`config.mk`:
```
export PLATFORM = sky130hd
export DESIGN_NAME = present_mode_ctrl
export DESIGN_NICKNAME = d
export VERILOG_FILES = /design/src/rtl/present_mode_ctrl.sv
export SDC_FILE = /design/constraint.sdc
export NUM_CORES = 1
export LEC_CHECK = 0
export CAP_MARGIN = 20
export CORE_AREA = 2 2 208 210
export CTS_CLUSTER_DIAMETER = 120
export DETAILED_ROUTE_END_ITERATION = 10
export DIE_AREA = 0 0 210 212
export PLACE_DENSITY = 0.79
export SETUP_SLACK_MARGIN = 0.15
export SLEW_MARGIN = 20
export SYNTH_ARGS = -nofsm -noshare
export SYNTH_HDL_FRONTEND = slang
export SYNTH_SLANG_ARGS = --single-unit
```
`constraint.sdc`:
```
create_clock -name clk -period 2.58 [get_ports clk]
set_input_delay 0.516 -clock clk [delete_from_list [all_inputs] [get_ports clk]]
set_output_delay 0.516 -clock clk [all_outputs]
set_load 0.01 [all_outputs]
```
`src/rtl/present_mode_ctrl.sv`:
```
// -----------------------------------------------------------------------------
// present_mode_ctrl
//   Block-cipher mode controller that sits directly in front of present_core.
//   It accepts 64-bit blocks on a valid/ready stream and applies ECB or CBC
//   chaining, in either the encrypt or the decrypt direction. For each block it
//   drives the core (load/control/idat/key) and waits for core_done. The result
//   is then presented on a valid/ready output stream. Only one block is in
//   flight at a time. A watchdog drops a block and raises a sticky error if the
//   core never answers.
//
// Parameters
//   TIMEOUT  maximum number of WAIT cycles before a block is abandoned (>=2)
//   CNT_W    watchdog counter width, 2**CNT_W >= TIMEOUT
//
// Ports
//   clk, reset                 clock, synchronous active-high reset
//   cfg_key/iv/mode/dir        configuration, latched on cfg_start (IDLE only)
//   cfg_start                  1-cycle pulse: latch config, reload IV, clear error
//   s_valid/s_ready/s_data/s_last   input block stream
//   m_valid/m_ready/m_data/m_last   output block stream
//   core_idat/key/load/control      towards present_core
//   core_odat/core_done             from present_core
//   busy                       controller is not IDLE
//   err_timeout                sticky watchdog error
// -----------------------------------------------------------------------------
module present_mode_ctrl #(
  parameter int TIMEOUT = 1023,
  parameter int CNT_W   = 10
) (
  input  logic        clk,
  input  logic        reset,
  input  logic [79:0] cfg_key,
  input  logic [63:0] cfg_iv,
  input  logic        cfg_mode,
  input  logic        cfg_dir,
  input  logic        cfg_start,
  input  logic        s_valid,
  output logic        s_ready,
  input  logic [63:0] s_data,
  input  logic        s_last,
  output logic        m_valid,
  input  logic        m_ready,
  output logic [63:0] m_data,
  output logic        m_last,
  output logic [63:0] core_idat,
  output logic [79:0] core_key,
  output logic        core_load,
  output logic        core_control,
  input  logic [63:0] core_odat,
  input  logic        core_done,
  output logic        busy,
  output logic        err_timeout
);

  typedef enum logic [1:0] {IDLE, LOAD, WAIT, OUT} state_t;

  state_t           state;
  logic [63:0]      chain;
  logic [63:0]      iv_r;
  logic [63:0]      blk;
  logic [79:0]      key_r;
  logic             mode_r;
  logic             dir_r;
  logic             last_r;
  logic [CNT_W-1:0] counter;
  logic [63:0]      result;
  logic             timeout_hit;

  // cfg_start has priority over a new block, so the input is not ready in that cycle.
  assign s_ready = (state == IDLE) && !cfg_start;
  assign busy    = (state != IDLE);

  assign timeout_hit = (counter == CNT_W'(TIMEOUT - 1));

  // Only a CBC decrypt unwinds the chaining on the output side.
  // NOTE: every signal driven in always_comb gets a default first, so no latch is inferred.
  always_comb begin
    result = core_odat;
    if (mode_r && dir_r) result = core_odat ^ chain;
  end

  // NOTE: synchronous reset and non-blocking assignments throughout; all state is reset.
  always_ff @(posedge clk) begin
    if (reset) begin
      state        <= IDLE;
      chain        <= '0;
      iv_r         <= '0;
      blk          <= '0;
      key_r        <= '0;
      mode_r       <= 1'b0;
      dir_r        <= 1'b0;
      last_r       <= 1'b0;
      counter      <= '0;
      m_valid      <= 1'b0;
      m_data       <= '0;
      m_last       <= 1'b0;
      core_idat    <= '0;
      core_key     <= '0;
      core_load    <= 1'b0;
      core_control <= 1'b0;
      err_timeout  <= 1'b0;
    end else begin
      case (state)
        IDLE: begin
          if (cfg_start) begin
            key_r       <= cfg_key;
            iv_r        <= cfg_iv;
            chain       <= cfg_iv;
            mode_r      <= cfg_mode;
            dir_r       <= cfg_dir;
            err_timeout <= 1'b0;
          end else if (s_valid) begin
            blk          <= s_data;
            last_r       <= s_last;
            // The core registers are set up here so that they are already
            // valid while the FSM sits in LOAD. They then stay put until the next block.
            core_load    <= 1'b1;
            core_control <= dir_r;
            core_key     <= key_r;
            core_idat    <= (mode_r && !dir_r) ? (s_data ^ chain) : s_data;
            state        <= LOAD;
          end
        end

        LOAD: begin
          core_load <= 1'b0;
          counter   <= '0;
          state     <= WAIT;
        end

        WAIT: begin
          if (core_done) begin
            if (mode_r) chain <= dir_r ? blk : core_odat;
            m_data  <= result;
            m_last  <= last_r;
            m_valid <= 1'b1;
            state   <= OUT;
          end else if (timeout_hit) begin
            err_timeout <= 1'b1;
            state       <= IDLE;
          end else begin
            counter <= counter + 1'b1;
          end
        end

        OUT: begin
          if (m_ready) begin
            m_valid <= 1'b0;
            // End of message: the next block starts again from the configured IV.
            if (m_last) chain <= iv_r;
            state <= IDLE;
          end
        end

        default: state <= IDLE;
      endcase
    end
  end

endmodule

```
==> reports/results.ini <==
[final_layout]
utilization_pct = 66.0
fin_area_mm2 = 0.0280
nets = 3185
mostFrequentLayoutCell = nand2_1
final_cell_mix = nand2_1 (785), dfxtp_1 (497), clkdlybuf4s50_1 (492)
final_cells = 3500
area_delta_synth_final_pct = 34.5
drive_above_1_share_pct = 8.89
nFillCells = 3380

[routing]
dr.pass1.iters = 6
wl_met2_um = 31100
wl_per_cell_um = 18.7
drt-met1-wl_um = 25400
wirelength_um = 65600
drt_iter0_markers = 1375
vias_per_cell = 5.49
num_vias = 19200
route.top_layer_used = met4
met3WireLength_um = 6490
antenna_left = 0
route.detailed.drc = 0

[placed_design]
place_ws_ns = -0.0690
postPlaceCellArea_mm2 = 0.0263
dp_hpwl_um = 44500
place_congestion = 0.878
dp_cells = 3389
io_buffers = 495

[grt]
grt_pass1_vias = 18700
grt_max_degree = 102
grt-ovfl-total = 0
grt_pass1_wl_um = 101000
antenna_found_initial = 12
track_usage_pct = 28.7

[clocking]
cts_buffers = 52
cts.path.max_buffers = 3
cts_tree = done
cts_sinks = 500
clockRootBuffer = clkbuf_16
insertion_delay_ns = 0.61
cts.clk_slew.worst_paths_ns = 0.06
cts_max_level = 2
cts-hold-fix-buffers = 0
post-cts-setup-buffer-count = 0

[pwr]
max-vdd-ir-drop_mv = 0.710
p_comb_share_pct = 32.1
power.total_mw = 25.9
p_int_mw = 17.0
p_switching_mw = 8.88
power_leakage_nw = 9.62
p_clk_share_pct = 29.6
switching_share_pct = 34.3
cellPowerDensity_mw_per_mm2 = 923
pwr-share-seq_pct = 38.3

[yosys]
synth_top_area_share_pct = 48.0
avgSynthCellArea_um2 = 8.29
syn_nets = 2803
yosysSeqAreaShare_pct = 48.0
synthCells = 2515
synthArstFlopShare_pct = 0
synthTopCellsByArea = dfxtp_1 (48%), nand2_1 (14%), a21oi_1 (7.2%)
syn_area_mm2 = 0.0209
ys_warn_count = 0
ys.flop_type = dfxtp_1
yosys.area.top_type = dfxtp_1
ys_ff_latch = 500
synth_edf_count = 0
synth_cell_types = 44

[timing]
fmax_ghz = 0.420
rsz0062_at_grt = no
slew_viol_final = 0
setup_viol = 0
slew_headroom_pct = 51.9
finalHoldViolations = 0
skew_ns = 0.0325
layout_setup_ws_ns = 0.198
fin_crit_sh_pct = 92.3
finalCriticalPeriod_ns = 2.38
tightest_slew_ns = 0.715

[floorplanning]
dieHeight_um = 212
initial_core_util_pct = 49.1
die_w_um = 210
core_mm2 = 0.0425
std_cell_rows = 76
io_pins = 496
die_area_mm2 = 0.0445

[critical_path]
required_ns = 3.02
reg2regPathDepth = 7
rrSetupSlack_ns = 0.20
cp_top_family = buffers and inverters
cp-start-kind = flop
cp-end-kind = flop
critPathArrivalTime_ns = 2.83
startpoint = state[0]
critPathKind = flop to flop
slowest_stage = a22oi_1
r2r-end = chain[1]
cp_num_buf_inv = 3
crit_chain = inv_1 -> ha_4 -> buf_4 -> nor2_4 -> buf_12 -> a22oi_1 -> a311oi_1
cp_max_fo = 64
timing.rr.start = state[0]
cp_slowest_stage_delay_ns = 0.50

[worst_hold_path]
worstHoldStart = reset
hold_end = key_r[6]
min_path_type = primary input to flop
worstHoldPathCells = 2

[job]
maxCapViolCount = 0

[status]
outcome = finished, final reports clean

-- final cells by class --
type,count,area (um^2),area share (%)
Clock buffer,76,1530,5.47
Multi-Input combinational cell,1800,9980,35.6
Timing Repair Buffer,536,5550,19.8
Tap cell,546,683,2.44
Sequential cell,500,10000,35.7
Clock inverter,18,213,0.758
Antenna cell,17,42.5,0.152
Inverter,7,26.3,0.0937
-- synthesized netlist by cell type, types with 2 or more instances --
| library cell | instances |
|---|---|
| or4_1 | 2 |
| and2_1 | 4 |
| inv_1 | 7 |
| a311oi_2 | 56 |
| nor2_1 | 201 |
| a311oi_1 | 9 |
| a211oi_1 | 128 |
| a22oi_1 | 65 |
| buf_1 | 11 |
| nand2b_1 | 4 |
| dfxtp_1 | 500 |
| mux2i_1 | 4 |
| and4_1 | 3 |
| nand4_1 | 2 |
| a21oi_1 | 300 |
| o31ai_1 | 3 |
| buf_2 | 46 |
| nor2b_1 | 4 |
| nand3_1 | 3 |
| ha_1 | 7 |
| nand2_1 | 787 |
| buf_4 | 6 |
| o21ai_0 | 3 |
| buf_6 | 6 |
| or3_1 | 4 |
| a31oi_1 | 2 |
| o2111ai_1 | 3 |
| xor2_1 | 128 |
| mux2_2 | 64 |
| clkbuf_1 | 139 |
-- what timing repair did --
action	4_1_cts	5_1_grt
setup endpoints to repair	2	2
gates resized for setup	7	2
endpoints found under the hold margin	0	0
-- through the flow --
step | hold WS, ns | setup TNS, ns
after global routing | 0.436 | 0
after detailed placement | 0.444 | -0.840
final | 0.424 | 0
after global placement | 0.435 | 0
after CTS | 0.405 | 0
after floorplan | 0.432 | 0
-- worst register-to-register path: stages (launching register included) --
cell and delay (ns):
dfxtp_2 0.35, inv_1 0.15, ha_4 0.21, buf_4 0.47, nor2_4 0.10, buf_12 0.22, a22oi_1 0.55, a311oi_1 0.19
-- worst max path at each step --
stage / cells past startpoint / slack, ns / endpoint
floorplan: 8 / 0.63 / chain[10]
global placement: 7 / 0.01 / chain[35]
detailed placement: 7 / -0.07 / chain[35]
CTS: 4 / 0.15 / s_ready
global route: 7 / 0.18 / chain[1]
finish: 7 / 0.20 / chain[1]
-- power by group through the flow --
| stage | clock, mW | combinational [mW] | sequential, mW |
|---|---|---|---|
| floorplan | 0 | 5.32 | 10.0 |
| global placement | 0 | 8.03 | 9.99 |
| detailed placement | 0 | 8.26 | 10.1 |
| CTS | 7.78 | 8.33 | 9.91 |
| global route | 8.07 | 9.04 | 10.1 |
| finish | 7.66 | 8.30 | 9.92 |
-- sequential cells by signal, summed over array words and instances (netlist names), 2 cells and up --
signal / flops
chain: 64
core_key: 80
m_data: 64
key_r: 80
counter: 10
iv_r: 64
blk: 64
state: 2
core_idat: 64
-- logic make-up after synthesis --
logic type,synth area share [%]
AOI/OAI and AO/OA,19.3
muxes,3.65
buffers and inverters,4.47
DFF,48.0
xor gates and xnor gates,5.38
adders and majority gates,0.420
and+or+nand+nor,18.8
-- per-layer routing --
metal  global-route usage (%)  up-vias
met2                     47.0      779
met5                        0        -
met1                     33.9     9046
li1                         -     9256
met3                     9.60      142
met4                     13.8        0
No activity file was read; power rests on OpenSTA's default activity.
